### config.mk
export PLATFORM = sky130hd
export DESIGN_NAME = systolic_ctrl
export DESIGN_NICKNAME = d
export VERILOG_FILES = /design/src/rtl/npu_pkg.sv /design/src/rtl/skew_mask.sv /design/src/rtl/systolic_ctrl.sv
export SDC_FILE = /design/constraint.sdc
export NUM_CORES = 1
export LEC_CHECK = 0
export CORE_MARGIN = 4
export CORE_UTILIZATION = 66
export DETAILED_ROUTE_END_ITERATION = 6
export GPL_ROUTABILITY_DRIVEN = 0
export PLACE_DENSITY = 0.9
export SYNTH_ARGS = -nofsm -noshare
export SYNTH_HDL_FRONTEND = slang
export SYNTH_SLANG_ARGS = --single-unit
### constraint.sdc
create_clock -name clk -period 8.5 [get_ports clk]
set_clock_uncertainty 0.2 [all_clocks]
set_input_delay 0.85 -clock clk [delete_from_list [all_inputs] [get_ports clk]]
set_output_delay 0.85 -clock clk [all_outputs]
set_load 0.05 [all_outputs]
### src/rtl/npu_pkg.sv
// Shared NPU control types and latency helpers used by the systolic sequencer.
package npu_pkg;

    typedef enum logic [2:0] {
        ST_IDLE,
        ST_LOAD_W,
        ST_STREAM,
        ST_DRAIN,
        ST_DONE
    } ctrl_state_t;

    // Depth of the psum path from the top row to the bottom of the array.
    function automatic int calc_lat_a(input int rows, input int pe_lat);
        return rows * pe_lat;
    endfunction

    // Stream count at which the last column emits its last result.
    function automatic int calc_s_end(input int k_len, input int cols, input int lat_a);
        return k_len + cols + lat_a - 2;
    endfunction

endpackage

### src/rtl/skew_mask.sv
// Diagonal window mask: lane j is valid while 0 <= s - OFFSET - j < k_len.
module skew_mask #(
    parameter int N      = 4,
    parameter int OFFSET = 1,
    parameter int SW     = 13,
    parameter int KW     = 8
) (
    input  logic [SW-1:0] i_s,
    input  logic [KW-1:0] i_k_len,
    output logic [N-1:0]  o_mask
);

    localparam int DW = SW + 1;

    logic signed [DW-1:0] w_k;
    assign w_k = $signed({{(DW-KW){1'b0}}, i_k_len});

    // One spare bit keeps the difference signed so early lanes read as negative.
    for (genvar j = 0; j < N; j++) begin : g_lane
        logic signed [DW-1:0] w_d;
        assign w_d       = $signed({1'b0, i_s}) - $signed(DW'(OFFSET + j));
        assign o_mask[j] = !w_d[DW-1] && (w_d < w_k);
    end

endmodule

### src/rtl/systolic_ctrl.sv
// Weight-stationary array sequencer: weight load, skewed activation stream,
// drain with per-column result validity, then a one-cycle done pulse.
module systolic_ctrl
    import npu_pkg::*;
#(
    parameter int ROWS   = 4,
    parameter int COLS   = 4,
    parameter int PE_LAT = 2,
    parameter int KW     = 8,
    parameter int AW     = (ROWS > 1) ? $clog2(ROWS) : 1
) (
    input  logic            clk,
    input  logic            rst,
    input  logic            start,
    input  logic [KW-1:0]   k_len,
    output logic            busy,
    output logic            done,
    output logic            w_rd_en,
    output logic [AW-1:0]   w_rd_addr,
    output logic            w_load,
    output logic            a_rd_en,
    output logic [KW-1:0]   a_rd_addr,
    output logic [ROWS-1:0] a_row_valid,
    output logic [COLS-1:0] o_col_valid
);

    localparam int LAT_A = calc_lat_a(ROWS, PE_LAT);
    localparam int SW    = KW + $clog2(COLS + LAT_A) + 1;

    ctrl_state_t r_state, w_state_nxt;
    logic [SW-1:0] r_cnt, w_cnt_nxt, w_s_end, w_klen_ext, w_klen_nxt_ext;
    logic [KW-1:0] r_klen, w_klen_nxt;
    logic [ROWS-1:0] w_row_mask;
    logic [COLS-1:0] w_col_mask;

    logic            r_busy, r_done, r_w_rd_en, r_w_load, r_a_rd_en;
    logic [AW-1:0]   r_w_rd_addr;
    logic [KW-1:0]   r_a_rd_addr;
    logic [ROWS-1:0] r_a_row_valid;
    logic [COLS-1:0] r_o_col_valid;

    logic            w_busy, w_done, w_w_rd_en, w_w_load, w_a_rd_en, w_in_stream;
    logic [AW-1:0]   w_w_rd_addr;
    logic [KW-1:0]   w_a_rd_addr;
    logic [ROWS-1:0] w_a_row_valid;
    logic [COLS-1:0] w_o_col_valid;

    assign w_klen_ext     = {{(SW-KW){1'b0}}, r_klen};
    assign w_klen_nxt_ext = {{(SW-KW){1'b0}}, w_klen_nxt};
    assign w_s_end        = SW'(calc_s_end(int'(r_klen), COLS, LAT_A));

    // One shared counter: weight-row index in LOAD_W, stream count s afterwards.
    always_comb begin
        w_state_nxt = r_state;
        w_cnt_nxt   = r_cnt;
        w_klen_nxt  = r_klen;
        case (r_state)
            ST_IDLE: begin
                if (start && (k_len != '0)) begin
                    w_state_nxt = ST_LOAD_W;
                    w_cnt_nxt   = '0;
                    w_klen_nxt  = k_len;
                end
            end
            ST_LOAD_W: begin
                if (r_cnt == SW'(ROWS)) begin
                    w_state_nxt = ST_STREAM;
                    w_cnt_nxt   = '0;
                end else begin
                    w_cnt_nxt = r_cnt + SW'(1);
                end
            end
            ST_STREAM: begin
                w_cnt_nxt = r_cnt + SW'(1);
                if (r_cnt == w_klen_ext - SW'(1)) w_state_nxt = ST_DRAIN;
            end
            ST_DRAIN: begin
                w_cnt_nxt = r_cnt + SW'(1);
                if (r_cnt == w_s_end) w_state_nxt = ST_DONE;
            end
            ST_DONE:  w_state_nxt = ST_IDLE;
            default:  w_state_nxt = ST_IDLE;
        endcase
    end

    skew_mask #(.N(ROWS), .OFFSET(1), .SW(SW), .KW(KW)) u_row_mask (
        .i_s     (w_cnt_nxt),
        .i_k_len (w_klen_nxt),
        .o_mask  (w_row_mask)
    );

    skew_mask #(.N(COLS), .OFFSET(LAT_A), .SW(SW), .KW(KW)) u_col_mask (
        .i_s     (w_cnt_nxt),
        .i_k_len (w_klen_nxt),
        .o_mask  (w_col_mask)
    );

    // Outputs are decoded from the next state so the registered copy lines up with it.
    always_comb begin
        w_in_stream   = (w_state_nxt == ST_STREAM) || (w_state_nxt == ST_DRAIN);
        w_busy        = (w_state_nxt != ST_IDLE);
        w_done        = (w_state_nxt == ST_DONE);
        w_w_rd_en     = (w_state_nxt == ST_LOAD_W) && (w_cnt_nxt < SW'(ROWS));
        w_w_rd_addr   = w_w_rd_en ? (AW'(ROWS - 1) - w_cnt_nxt[AW-1:0]) : '0;
        w_w_load      = (w_state_nxt == ST_LOAD_W) && (w_cnt_nxt != '0);
        w_a_rd_en     = w_in_stream && (w_cnt_nxt < w_klen_nxt_ext);
        w_a_rd_addr   = w_a_rd_en ? w_cnt_nxt[KW-1:0] : '0;
        w_a_row_valid = w_in_stream ? w_row_mask : '0;
        w_o_col_valid = w_in_stream ? w_col_mask : '0;
    end

    always_ff @(posedge clk or posedge rst) begin
        if (rst) begin
            r_state       <= ST_IDLE;
            r_cnt         <= '0;
            r_klen        <= '0;
            r_busy        <= 1'b0;
            r_done        <= 1'b0;
            r_w_rd_en     <= 1'b0;
            r_w_rd_addr   <= '0;
            r_w_load      <= 1'b0;
            r_a_rd_en     <= 1'b0;
            r_a_rd_addr   <= '0;
            r_a_row_valid <= '0;
            r_o_col_valid <= '0;
        end else begin
            r_state       <= w_state_nxt;
            r_cnt         <= w_cnt_nxt;
            r_klen        <= w_klen_nxt;
            r_busy        <= w_busy;
            r_done        <= w_done;
            r_w_rd_en     <= w_w_rd_en;
            r_w_rd_addr   <= w_w_rd_addr;
            r_w_load      <= w_w_load;
            r_a_rd_en     <= w_a_rd_en;
            r_a_rd_addr   <= w_a_rd_addr;
            r_a_row_valid <= w_a_row_valid;
            r_o_col_valid <= w_o_col_valid;
        end
    end

    assign busy        = r_busy;
    assign done        = r_done;
    assign w_rd_en     = r_w_rd_en;
    assign w_rd_addr   = r_w_rd_addr;
    assign w_load      = r_w_load;
    assign a_rd_en     = r_a_rd_en;
    assign a_rd_addr   = r_a_rd_addr;
    assign a_row_valid = r_a_row_valid;
    assign o_col_valid = r_o_col_valid;

endmodule
# After elaboration in Yosys (flattened, before gate mapping)
# Cells that the tools add are included.
dict set report totals {
  ff_bits 47
  inputBits 11
  out_inout_bits 23
}
dict set report classes {
  add_sub_neg 14
  order_cmp 10
  n_eq_ne 10
  muxes 14
  reduce_logical 26
}
# operator n
set ops {}
lappend ops {{$lt A14 B9 Y1} 8}
lappend ops {{$sub A13 B4 Y14 const B} 4}
lappend ops {{$pmux W13 S3} 1}
lappend ops {{$sub A13 B2 Y14 const B} 2}
lappend ops {{$eq A13 B13 Y1} 2}
lappend ops {{$mux W13} 2}
lappend ops {{$mux W8} 3}
lappend ops {{$sub A13 B1 Y14 const B} 1}
lappend ops {{$sub A13 B3 Y14 const B} 1}
lappend ops {{$add A13 B1 Y13 const B} 1}
lappend ops {{$eq A13 B3 Y1 const B} 1}
lappend ops {{$lt A13 B3 Y1 const B} 1}
lappend ops {{$lt A13 B8 Y1} 1}
lappend ops {{$reduce_bool A13 Y1} 1}
lappend ops {{$eq A3 B2 Y1 const B} 4}
lappend ops {{$logic_and A1 B1 Y1} 12}
lappend ops {{$mux W3} 4}
lappend ops {{$pmux W3 S4} 1}
lappend ops {{$sub A10 B2 Y11 const B} 1}
lappend ops {{$add A9 B4 Y10 const B} 1}
lappend ops {{$add A8 B3 Y9 const B} 1}
lappend ops {{$sub A8 B1 Y9 const B} 1}
lappend ops {{$logic_not A1 Y1} 8}
lappend ops {{$mux W4} 2}
lappend ops {{other kinds (9)} 10}

# Logic depth before layout (Yosys ltp)
# Gate-level depths: netlist (run 1).
dict set report logic_depth {
  ltp_word 10
  depth_mapped 22
  ltp_nobuf 20
}

# Cells and area by module
# A second synthesis (run 1) with hierarchy kept.
dict set report hier_totals {
  cells_unflattened 669
  area_unflattened_um2 5612.9
}
# mod n_inst cells_each area_per_inst_um2 seq_area_each_um2
set by_module_without_submodules {}
lappend by_module_without_submodules {systolic_ctrl 1 301 2867.8 1176.1}
lappend by_module_without_submodules {{skew_mask (u_row_mask)} 1 186 1381.3 0.0}
lappend by_module_without_submodules {{skew_mask (u_col_mask)} 1 182 1363.8 0.0}

# Worst setup path before layout (run 1)
# No wires, ideal clock.
dict set report synth_timing {
  path_kind {input-to-reg}
  from {input k_len[6]}
  to {register r_a_row_valid[2] (netlist: a_row_valid[2])}
  setup_ps 101
  arrival_time_ps 4328
  required_time_ps 8199
  path_slack_ps 3871
  path_stages 19
  n_path_buf 1
  cell_sequence {nor4_1 a21oi_1 nor2_2 inv_1 a31o_2 buf_1 ha_1 inv_1 a31oi_1 o21ai_0 nor2_1 nand2_1 xnor2_1 ha_1 nand3_1 o22ai_1 a311oi_1 nand3b_1 nor4_1}
}
dict set report synth_via {
  elab_chain_cells 8
  word_cells_on_any_way 16
  cone_classes {add/sub (1); order compare (1); eq/ne (2); mux (7); reduce/logical (5)}
}
# element line
set synth_lines {}
lappend synth_lines {{from (decl)} systolic_ctrl.sv:15} ;# input logic [KW-1:0] k_len,
lappend synth_lines {{$reduce_bool A8 Y1} systolic_ctrl.sv:59} ;# if (start && (k_len != '0)) begin
lappend synth_lines {{$logic_and A1 B1 Y1} systolic_ctrl.sv:59}
lappend synth_lines {{$mux W13} systolic_ctrl.sv:59}
lappend synth_lines {{$pmux W13 S3} systolic_ctrl.sv:57} ;# case (r_state)
lappend synth_lines {{$sub A13 B2 Y14} skew_mask.sv:21} ;# assign w_d = $signed({1'b0, i_s}) - $signed(DW'(OFFSET + j));
lappend synth_lines {{$lt A14 B9 Y1 or $logic_not A1 Y1 (tied branches)} skew_mask.sv:22} ;# assign o_mask[j] = !w_d[DW-1] && (w_d < w_k);
lappend synth_lines {{$logic_and A1 B1 Y1} skew_mask.sv:22}
lappend synth_lines {{$mux W4 (*)} systolic_ctrl.sv:108} ;# w_a_row_valid = w_in_stream ? w_row_mask : '0;
lappend synth_lines {{named net w_a_row_valid[2]} systolic_ctrl.sv:45} ;# logic [ROWS-1:0] w_a_row_valid;
lappend synth_lines {{to (signal assigned)} systolic_ctrl.sv:137} ;# r_a_row_valid <= w_a_row_valid;
lappend synth_lines {{to (decl)} systolic_ctrl.sv:39} ;# logic [ROWS-1:0] r_a_row_valid;
# Mark *: on every way through the listed nets, which the timed path passes. The rest lies on a longest branch.

# Worst setup path in the final report (run 1)
dict set report layout_timing {
  from {input k_len[0]}
  to {register r_a_row_valid[3] (netlist: a_row_valid[3])}
}
dict set report layout_via {
  elab_chain_cells 8
  word_cells_on_any_way 16
  cone_classes {add/sub (1); order compare (1); eq/ne (2); mux (7); reduce/logical (5)}
}
# element line
set layout_lines {}
lappend layout_lines {{$reduce_bool A8 Y1 (*)} systolic_ctrl.sv:59}
lappend layout_lines {{$logic_and A1 B1 Y1 (*)} systolic_ctrl.sv:59}
lappend layout_lines {{$mux W13 (*)} systolic_ctrl.sv:59}
lappend layout_lines {{$pmux W13 S3 (*)} systolic_ctrl.sv:57}
lappend layout_lines {{named net u_col_mask.i_s[3]} skew_mask.sv:8} ;# input logic [SW-1:0] i_s,
lappend layout_lines {{$sub A13 B3 Y14 (*)} skew_mask.sv:21}
lappend layout_lines {{$lt A14 B9 Y1 or $logic_not A1 Y1 (tied branches)} skew_mask.sv:22}
lappend layout_lines {{$logic_and A1 B1 Y1 (*)} skew_mask.sv:22}
lappend layout_lines {{$mux W4 (*)} systolic_ctrl.sv:108}
lappend layout_lines {{named net w_a_row_valid[3]} systolic_ctrl.sv:45}
# Marks and branches as above.

==> results of run 1 <==
[per-stage QoR]
stage	util	hold WS (ns)	instance area (sq um)	power [mW]	setup slack (ns)
global placement	0.732	0.424	5630	1.66	2.65
finish	0.751	0.466	5770	2.03	2.41
CTS	0.751	0.467	5770	1.96	2.69
floorplan	-	0.375	5210	1.40	3.87
global route	0.751	0.497	5770	2.18	2.27
detailed placement	0.732	0.455	5630	1.74	2.49
[worst reg2reg max path, cell delays in order (launching register included)]
cell	delay, ns
dfrtp_1	0.56
inv_1	0.15
ha_1	0.23
and4bb_1	0.23
nand4_1	0.27
nand2_1	0.17
o21ai_1	0.87
inv_1	0.33
ha_1	0.40
inv_1	0.12
a31oi_1	0.04
o21ai_0	0.21
nor2_1	0.26
nand2_1	0.14
xnor2_1	0.12
ha_1	0.27
nand4_1	0.11
nor2_1	0.06
a2111oi_0	0.69
and4bb_1	0.30
[Yosys cell counts (4+ instances only)]
library cell	count	share of area
ha_1	71	0.17
o2111ai_1	4	0.0067
xor2_1	11	0.019
o22ai_1	5	0.0060
inv_2	4	0.0029
nand3_1	26	0.025
o211ai_1	5	0.0072
o21ai_0	21	0.020
nor2b_1	8	0.0096
o31ai_1	4	0.0058
nand2_1	41	0.030
or2_2	4	0.0048
and3_1	8	0.0096
nor3_1	17	0.016
nor4_1	8	0.0096
nor4_4	4	0.016
dfrtp_1	47	0.23
xnor2_1	53	0.089
or3_1	4	0.0048
clkbuf_1	7	0.0050
a21o_1	7	0.010
nor2_1	48	0.035
nand2b_1	9	0.011
a21oi_1	40	0.038
buf_2	5	0.0048
a31oi_1	8	0.0096
nand4_1	12	0.014
a211oi_1	4	0.0058
inv_1	48	0.035
mux2i_1	7	0.013
[per-layer routing]
layer,up-vias,wire length [um]
li1,2295,-
met1,2409,6090
met2,468,7290
met3,133,2270
met4,0,1220
met5,-,0
[power by group]
group	leakage, nW	internal, mW	switching [mW]
Combinational	1.86	0.588	0.924
Sequential	0.591	0.244	0.0668
Clock	0.0703	0.119	0.0862
[sequential cells by signal, summed over array words and instances (netlist names)]
register	flops
w_rd_addr	2
done	1
r_state	3
r_cnt	13
w_load	1
r_klen	8
a_row_valid	4
busy	1
a_rd_en	1
o_col_valid	4
w_rd_en	1
a_rd_addr	8
[cells by family (layout without fill, tap and decap cells)]
family,count (synthesis),after routing,synth area share
AO/OA/AOI/OAI,137,137,0.186
XOR/XNOR,64,64,0.108
adder cells (fa/ha/maj),71,71,0.171
buffers and inverters,73,103,0.0596
flip-flops,47,47,0.226
multiplexers,8,8,0.0156
AND/OR/NAND/NOR,217,217,0.235
[path summary, 6_finish.rpt]
check	to	cells after the start
min in group asynchronous	r_cnt[9]$_DFF_PP0_	2
setup / recovery	a_row_valid[3]$_DFF_PP0_	19
hold reg to reg	done$_DFF_PP0_	2
hold / removal	done$_DFF_PP0_	2
max in group asynchronous	r_cnt[7]$_DFF_PP0_	2
setup reg to reg	a_row_valid[3]$_DFF_PP0_	19
[cell type report]
class	instances	area share
clock inverters	3	0.0124
inverters	53	0.0349
flip-flops and latches	47	0.204
clock buffers	5	0.0119
well taps	102	0.0221
multi-input cells	497	0.646
repair buffers	42	0.0690
==> parameters.txt, run 1 <==
Parameter                              Value

Routing
  Number of antenna-violating nets in the routed design ... 0
  TritonRoute pass-1 iters ... 7
  Number of vias after detailed routing ... 5305
  Post-detailed-route wirelength per cell ... 22.5 um
  Ratio of routed vias to standard cells ... 7.08
  First DRT Iteration DRCs ... 880
  Detailed-route wire length ... 16.9 mm
  Number of remaining DRC errors ... 1

Place
  Placed Cells incl. Taps ... 741
  Count of input and output buffers ... 33
  Placed wire-length estimate after detailed placement ... 11.8 mm

Power and ir drop
  Power density cells ... 352 nW/um^2
  IR drop worst, VDD ... 0.272 mV
  Leakage Power ... 2.52 nW

GRT
  GRT met3 Usage ... 0.0930
  Vias in the first global route ... 5261
  Routing layer with the top usage in global route ... met2
  Global routing usage summed across all routing layers ... 0.351
  Met2 track demand over resource ... 0.541
  Pin count of the biggest net entering global routing ... 48
  Antenna violations before repair ... 0
  Global-route wire length before repair ... 26.7 mm
  Total gr overflow ... 0
  Met1 capacity usage during global routing ... 0.429

CTS
  Root Buffer ... clkbuf_8
  Max H-tree Level ... 2
  Hold_buf cts ... 0
  Buffers from clock root to sink, at most ... 2
  CTS-repair resized insts ... 0
  Later-pin clock latency in the skew report ... 0.31 ns
  Clock-pin transition on the worst setup and hold timing paths ... 0.10 ns
  CTS tree ... yes
  Buffers inserted during post-CTS setup optimization ... 0
  Clock Sinks ... 47
  Num CTS Buffers ... 5

Floorplanning
  Full die area ... 9370 sq um
  Num ports ... 34
  Die Span X ... 96.8 um
  Placement row count ... 32
  Floorplan Core Area ... 7690 sq um
  Chip Height ... 96.8 um
  Starting density of the core ... 0.677

STA
  Final Max Slew Viols ... 0
  Setup repair after global routing missed its margin ... no
  Time the worst path needs with I/O delays and setup ... 6.09 ns
  Final sum of negative setup slack ... 0 ns
  Slew Limit Headroom ... 0.284
  Highest Clock Rate ... 164 MHz
  Final Hold Vio Count ... 0
  Final Cycle Share ... 0.716
  Worst-Margin Slew ... 1.07 ns
  Number of endpoints failing setup at the final stage ... 0

Synthesis
  Post-synthesis instance total ... 617
  Main synth FF type ... dfrtp_1
  Count of distinct cell types in the synthesized netlist ... 76
  Post-synth ARST share ... 1.00
  Total number of yosys warnings ... 0
  Synthesized area divided by synthesized cell count ... 8.44 sq um
  Post-synthesis sequential element count ... 47
  Post-Syn Area ... 5210 sq um
  Synthesized net count ... 699
  Number of enable flip-flop cells after synthesis ... 0
  Register area share after synthesis ... 0.226

Setup path
  Crit path DAT ... 6.14 ns
  Slowest stage cell, crit path ... a2111oi_0
  Number of buffers and inverters on the critical path ... 3
  Launch point of the worst path ... k_len[0]
  Register-to-Register Setup Slack ... 2.72 ns
  Delay of the slowest cell on the worst path ... 0.69 ns
  Type of element capturing the critical path ... flip-flop
  Crit-path leading delay family ... simple AND/OR/NAND/NOR gates
  Origin of the critical flop-to-flop path ... r_cnt[0]$_DFF_PP0_
  Series of cell instances along the critical path ... clkdlybuf4s50_1 -> nor4_1 -> a21oi_1 -> nor2_2 -> nand2_1 -> o21ai_1 -> inv_1 -> ha_1 -> inv_1 -> a31oi_1 -> o21ai_0 -> nor2_1 -> nand2_1 -> xnor2_1 -> ha_1 -> nand4_1 -> nor2_1 -> a2111oi_0 -> and4bb_1
  Critical path type ... input port to flip-flop
  Startpoint type of the worst setup path ... input port
  Worst Path Max Fanout ... 11
  Required time of the critical path ... 8.55 ns

Layout
  Final cell count without fillers ... 749
  Net count, final ... 728
  Commonest cells after routing, fill and taps aside ... ha_1 (71), xnor2_1 (53), nor2_1 (48)
  Syn-to-layout area delta ... 10.8%
  Antenna diode count ... 0
  Filler cells ... 541
  Sequential cell area ... 1180 sq um
  Proportion of layout cells with a drive suffix above 1 ... 0.0788
  Multi-input combinational cell area ... 3730 sq um
  Leading cell type in the layout, fill and taps excluded ... ha_1

Worst hold path
  Hold WC Path Type ... flip-flop to flip-flop
  Start point of the worst min-delay path ... r_state[0]$_DFF_PP0_

Outcome
  Status ... complete, but fails checks
  Failing checks ... design-rule violations

Run
  Count of maximum capacitance violations ... 0
(Power assumes the default switching activity.)
==> run 2, diff against run 1 <==
--- a/config.mk
+++ b/config.mk
@@ -6,10 +6,10 @@
 export NUM_CORES = 1
 export LEC_CHECK = 0
 export CORE_MARGIN = 4
-export CORE_UTILIZATION = 66
+export CORE_UTILIZATION = 55
 export DETAILED_ROUTE_END_ITERATION = 6
 export GPL_ROUTABILITY_DRIVEN = 0
-export PLACE_DENSITY = 0.9
+export PLACE_DENSITY = 0.8
 export SYNTH_ARGS = -nofsm -noshare
 export SYNTH_HDL_FRONTEND = slang
 export SYNTH_SLANG_ARGS = --single-unit
==> constraint.sdc (replaced) <==
create_clock -name clk -period 5.2 [get_ports clk]
set_clock_uncertainty 0.2 [all_clocks]
set_input_delay 0.52 -clock clk [delete_from_list [all_inputs] [get_ports clk]]
set_output_delay 0.52 -clock clk [all_outputs]
set_load 0.05 [all_outputs]
==> run 2 against run 1 <==
Net effect: the flow now finishes without violations; final cell count increased by 5.2%; sequential share of layout area decreased by 0.39 points; global-route usage decreased by 5.3 points; core utilization decreased by 11 points; largest cell class unchanged.
==> parameters.txt, run 2 (same netlist as run 1, synthesis figures left out) <==
Parameter                              Value

Setup path
  Origin of the critical flop-to-flop path ... r_cnt[0]$_DFF_PP0_
  Series of cell instances along the critical path ... inv_1 -> ha_1 -> and4bb_1 -> and4_1 -> buf_4 -> o32a_1 -> mux2i_1 -> inv_1 -> ha_1 -> nand2_1 -> o32ai_1 -> xnor2_1 -> ha_1 -> nor2b_1 -> o21ai_0 -> nand2b_1 -> a21oi_1 -> o2111ai_1 -> nor4b_2
  Delay of the slowest cell on the worst path ... 0.62 ns
  Startpoint type of the worst setup path ... flip-flop
  Worst Path Max Fanout ... 8
  Number of buffers and inverters on the critical path ... 3
  Type of element capturing the critical path ... flip-flop
  Cell depth of the worst setup path ... 19
  Crit path DAT ... 4.90 ns
  Dominant cell type by count on the critical path ... ha_1
  Crit-path leading delay family ... compound AO/OA/AOI/OAI gates
  Reg2Reg Capture Point ... a_row_valid[0]$_DFF_PP0_
  Register-to-Register Setup Slack ... 0.33 ns
  Count of cells along the worst register-to-register path ... 19
  Required time of the critical path ... 5.22 ns
  Launch point of the worst path ... r_cnt[0]$_DFF_PP0_
  CP Capture Point ... a_row_valid[0]$_DFF_PP0_
  Critical path type ... flip-flop to flip-flop
  Slowest stage cell, crit path ... o32ai_1

Routing
  Post-detailed-route wirelength per cell ... 20.9 um
  Number of vias after detailed routing ... 5186
  Detailed-route wire length ... 16.4 mm
  TritonRoute pass-1 iters ... 6
  First DRT Iteration DRCs ... 736
  Ratio of routed vias to standard cells ... 6.58
  Number of antenna-violating nets in the routed design ... 0
  Number of remaining DRC errors ... 0

Floorplanning
  Full die area ... 11100 sq um
  Num ports ... 34
  Placement row count ... 35
  Floorplan Core Area ... 9240 sq um
  Die Span X ... 105 um
  Chip Height ... 105 um
  Starting density of the core ... 0.563

STA
  Final Hold Vio Count ... 0
  Final Max Slew Viols ... 0
  Final Cycle Share ... 0.937
  Final sum of negative setup slack ... 0 ns
  Final hold slack ... 0.454 ns
  Final WS setup ... 0.326 ns
  Number of endpoints failing setup at the final stage ... 0
  Worst-Margin Slew ... 0.989 ns
  Slew Limit Headroom ... 0.340
  Highest Clock Rate ... 205 MHz
  Setup repair after global routing missed its margin ... no
  Time the worst path needs with I/O delays and setup ... 4.87 ns

CTS
  CTS tree ... yes
  Max H-tree Level ... 2
  Root Buffer ... clkbuf_8
  Num CTS Buffers ... 5
  Clock-pin transition on the worst setup and hold timing paths ... 0.11 ns
  Hold_buf cts ... 0
  Clock Sinks ... 47
  Later-pin clock latency in the skew report ... 0.32 ns
  Buffers from clock root to sink, at most ... 2

GRT
  Global-route wire length before repair ... 26.4 mm
  Global routing usage summed across all routing layers ... 0.297
  Pin count of the biggest net entering global routing ... 48
  Met1 capacity usage during global routing ... 0.388
  Total gr overflow ... 0
  Vias in the first global route ... 5166
  GRT met3 Usage ... 0.0686
  Routing layer with the top usage in global route ... met2
  Antenna violations before repair ... 0
  Met2 track demand over resource ... 0.450

Layout
  Syn-to-layout area delta ... 13.0%
  Commonest cells after routing, fill and taps aside ... ha_1 (71), xnor2_1 (53), nor2_1 (47), inv_1 (47), dfrtp_1 (47)
  Flip-flop count of the largest register, all copies and words added ... 13
  Net count, final ... 740
  Multi-input combinational cell area ... 3740 sq um
  Most flop-heavy register ... r_cnt
  Proportion of layout cells with a drive suffix above 1 ... 0.100
  Leading cell type in the layout, fill and taps excluded ... ha_1
  Filler cells ... 755
  Final core utilization ... 0.637
  Sequential cell area ... 1180 sq um
  Antenna diode count ... 0

Power and ir drop
  Total chip power ... 3.28 mW
  Power density cells ... 558 nW/um^2
  Leakage Power ... 2.56 nW
  IR drop worst, VDD ... 0.287 mV

Place
  Placed wire-length estimate after detailed placement ... 12.1 mm
  Count of input and output buffers ... 33
  Worst setup timing slack at the placement stage ... 0.204 ns

Worst hold path
  Hold WC Path Type ... flip-flop to flip-flop
  Number of cells traversed by the worst hold path ... 2

Outcome
  Status ... finished, final reports clean

Run
  Count of maximum capacitance violations ... 0
-- run 2: how the worst min path moves through the flow --
stage / start / to / slack (ns)
global route: r_state[0]$_DFF_PP0_ / r_state[2]$_DFF_PP0_ / 0.51
CTS: r_state[0]$_DFF_PP0_ / done$_DFF_PP0_ / 0.45
finish: r_state[0]$_DFF_PP0_ / r_state[2]$_DFF_PP0_ / 0.45
floorplan: r_state[0]$_DFF_PP0_ / r_state[0]$_DFF_PP0_ / 0.38
detailed placement: r_state[0]$_DFF_PP0_ / done$_DFF_PP0_ / 0.44
global placement: r_state[0]$_DFF_PP0_ / r_state[2]$_DFF_PP0_ / 0.42
-- run 2: cell type report --
type,count,share of cell area
clock inverter,3,0.00787
tap,129,0.0274
timing repair buffer,54,0.0830
multi-input combinational,497,0.636
inverter,53,0.0342
sequential,47,0.200
clock buffer,5,0.0117
-- run 2: layer usage --
metal | wire [um] | part of all wire
met1 | 6210 | 0.38
met2 | 6970 | 0.42
met3 | 2160 | 0.13
met4 | 1090 | 0.066
met5 | 0 | 0
-- run 2: report_power, final --
part	switching [mW]	internal, mW	leakage [nW]
Clock	0.143	0.145	0.0548
Sequential	0.0871	0.399	0.591
Combinational	1.49	1.02	1.92
-- run 2: worst min-delay path, stage by stage (launching register included) --
cell and delay (ns):
dfrtp_1 0.46, nand2_1 0.11, nor2_1 0.05
-- run 2: timing repair --
| action | CTS | global route |
|---|---|---|
| resized for setup | 0 | 3 |
| endpoints found under the setup margin | 0 | 5 |
| buffers inserted | 0 | 0 |
-- run 2: metrics by stage --
| stage | area (sq um) | std cells |
|---|---|---|
| finish | 5880 | 788 |
| global route | 5880 | 788 |
| CTS | 5870 | 788 |
| detailed placement | 5750 | 780 |
| global placement | 5750 | 780 |
| floorplan | 5210 | 617 |
==> run 3, diff against run 2 <==
--- a/config.mk
+++ b/config.mk
@@ -6,10 +6,11 @@
 export NUM_CORES = 1
 export LEC_CHECK = 0
 export CORE_MARGIN = 4
-export CORE_UTILIZATION = 55
+export CORE_UTILIZATION = 61
 export DETAILED_ROUTE_END_ITERATION = 6
 export GPL_ROUTABILITY_DRIVEN = 0
-export PLACE_DENSITY = 0.8
+export MAX_ROUTING_LAYER = met4
+export PLACE_DENSITY = 0.84
 export SYNTH_ARGS = -nofsm -noshare
 export SYNTH_HDL_FRONTEND = slang
 export SYNTH_SLANG_ARGS = --single-unit
==> constraint.sdc (replaced) <==
create_clock -name clk -period 5.5 [get_ports clk]
set_clock_uncertainty 0.2 [all_clocks]
set_input_delay 0.55 -clock clk [delete_from_list [all_inputs] [get_ports clk]]
set_output_delay 0.55 -clock clk [all_outputs]
set_load 0.05 [all_outputs]
==> run 3 against run 2 <==
Net effect: the flow now finishes with violations (design-rule violations); sequential share of layout area is 0.11 points higher; final cell count is 3.3% lower; routed wire length is 1.4% higher; total power is 2.7% lower; sequential power is 5.3% lower; highest routed layer unchanged; count of clock-buffer cells in the layout stayed put; sequential cell count stayed put; global-route usage is 5.2 points higher; via count is 1.9% higher.
==> parameters.txt, run 3 (same netlist as run 1, synthesis figures left out) <==
Parameter                              Value

STA
  Worst-Margin Slew ... 0.986 ns
  Final hold slack ... 0.456 ns
  Final Cycle Share ... 0.932
  Final Max Slew Viols ... 0
  Setup repair after global routing missed its margin ... no
  Final WS setup ... 0.374 ns
  Highest Clock Rate ... 195 MHz
  Final sum of negative setup slack ... 0 ns
  Time the worst path needs with I/O delays and setup ... 5.13 ns
  Number of endpoints failing setup at the final stage ... 0
  Slew Limit Headroom ... 0.342
  Final Hold Vio Count ... 0

Run
  Count of maximum capacitance violations ... 0

Power and ir drop
  Cell-internal power ... 1.51 mW
  Leakage Power ... 2.57 nW
  Relative contribution of sequential cells to total power ... 0.144
  Power density cells ... 546 nW/um^2
  Logic pwr share ... 0.755
  Clock share of power ... 0.101
  Fraction of power spent switching nets ... 0.526
  IR drop worst, VDD ... 0.343 mV
  Total chip power ... 3.19 mW
  Switching power ... 1.68 mW

CTS
  Hold_buf cts ... 0
  Num CTS Buffers ... 5
  Later-pin clock latency in the skew report ... 0.32 ns
  Root Buffer ... clkbuf_8
  Clock Sinks ... 47
  Max H-tree Level ... 2
  Buffers from clock root to sink, at most ... 2
  Clock-pin transition on the worst setup and hold timing paths ... 0.09 ns
  CTS tree ... yes

GRT
  GRT met3 Usage ... 0.0862
  Vias in the first global route ... 5256
  Antenna violations before repair ... 0
  Pin count of the biggest net entering global routing ... 48
  Met1 capacity usage during global routing ... 0.437
  Global routing usage summed across all routing layers ... 0.349
  Total gr overflow ... 0
  Routing layer with the top usage in global route ... met2
  Met2 track demand over resource ... 0.514
  Global-route wire length before repair ... 27.0 mm

Layout
  Final cell count without fillers ... 762
  Most flop-heavy register ... r_cnt
  Final non-filler cell area ... 5850 sq um
  Net count, final ... 738
  Final core utilization ... 0.708
  Commonest cells after routing, fill and taps aside ... ha_1 (71), xnor2_1 (53), nor2_1 (48)
  Filler cells ... 607
  Proportion of layout cells with a drive suffix above 1 ... 0.0928
  Leading cell type in the layout, fill and taps excluded ... ha_1
  Flip-flop count of the largest register, all copies and words added ... 13
  Syn-to-layout area delta ... 12.4%
  Antenna diode count ... 0

Floorplanning
  Starting density of the core ... 0.630
  Die Span X ... 100 um
  Num ports ... 34
  Placement row count ... 33
  Chip Height ... 100 um
  Full die area ... 10100 sq um
  Floorplan Core Area ... 8260 sq um

Place
  Placed Cells incl. Taps ... 752
  Worst setup timing slack at the placement stage ... 0.137 ns
  Count of input and output buffers ... 33
  Placed wire-length estimate after detailed placement ... 12.2 mm
  Cell area after placement ... 5690 sq um

Routing
  TritonRoute pass-1 iters ... 7
  Post-detailed-route wirelength per cell ... 21.9 um
  Number of remaining DRC errors ... 2
  Number of antenna-violating nets in the routed design ... 0
  First DRT Iteration DRCs ... 706
  Number of vias after detailed routing ... 5283
  Ratio of routed vias to standard cells ... 6.93
  Detailed-route wire length ... 16.7 mm

Setup path
  Delay of the slowest cell on the worst path ... 0.46 ns
  Required time of the critical path ... 5.46 ns
  Series of cell instances along the critical path ... clkdlybuf4s50_1 -> nor4_1 -> a21oi_1 -> nor2_2 -> inv_1 -> a31o_2 -> ha_1 -> inv_1 -> a31oi_1 -> o21ai_0 -> nor2_1 -> xnor2_1 -> ha_1 -> nand3_1 -> o22ai_1 -> or4_1 -> nor4_1
  Origin of the critical flop-to-flop path ... r_cnt[0]$_DFF_PP0_
  Startpoint type of the worst setup path ... input port
  Critical path type ... input port to flip-flop
  Slowest stage cell, crit path ... nor2_2
  Worst Path Max Fanout ... 9
  Launch point of the worst path ... k_len[6]
  Type of element capturing the critical path ... flip-flop
  Crit path DAT ... 5.09 ns

Worst hold path
  Hold WC Path Type ... flip-flop to flip-flop
  Start point of the worst min-delay path ... r_state[0]$_DFF_PP0_

Outcome
  Status ... complete, but fails checks
  Failing checks ... design-rule violations
## run 3: worst max-delay path, delay by kind of cell
kind	cells	cell delay, ns
adder cells (fa/ha/maj)	2	0.61
buffers and inverters	3	0.71
XOR/XNOR	1	0.34
AO/OA/AOI/OAI	5	0.91
AND/OR/NAND/NOR	6	1.97
## run 3: per-layer routing
metal,vias to the layer above,part of all wire
met5,-,0
met4,0,0.066
met1,2466,0.38
met3,116,0.11
met2,384,0.44
li1,2317,-
## run 3: path summary, 6_finish.rpt
kind / to / slack, ns / cells past startpoint
setup / recovery: o_col_valid[0]$_DFF_PP0_ / 0.37 / 17
hold / removal: done$_DFF_PP0_ / 0.46 / 2
setup reg to reg: a_row_valid[3]$_DFF_PP0_ / 0.41 / 18
hold reg to reg: done$_DFF_PP0_ / 0.46 / 2
max in group asynchronous: r_klen[5]$_DFF_PP0_ / 3.90 / 2
min in group asynchronous: w_rd_en$_DFF_PP0_ / 0.57 / 2
## run 3: repair_timing
action / CTS / global route
resized for setup: 0 / 1
endpoints found under the setup margin: 0 / 1
buffers inserted: 0 / 2
## run 3: layout make-up
class / count / area (sq um) / area share
Clock buffer: 5 / 68.8 / 0.0118
Sequential cell: 47 / 1180 / 0.201
Clock inverter: 3 / 71.3 / 0.0122
Tap cell: 105 / 131 / 0.0225
Inverter: 53 / 201 / 0.0344
Timing Repair Buffer: 52 / 473 / 0.0808
Multi-Input combinational cell: 497 / 3730 / 0.637
## run 3: power groups by stage
stage | clock network (mW) | registers, mW | logic, mW
2_1_floorplan | 0 | 0.407 | 1.75
3_3_place_gp | 0 | 0.460 | 2.18
3_5_place_dp | 0 | 0.463 | 2.29
4_1_cts | 0.322 | 0.456 | 2.32
5_1_grt | 0.336 | 0.466 | 2.65
6_report | 0.321 | 0.460 | 2.41
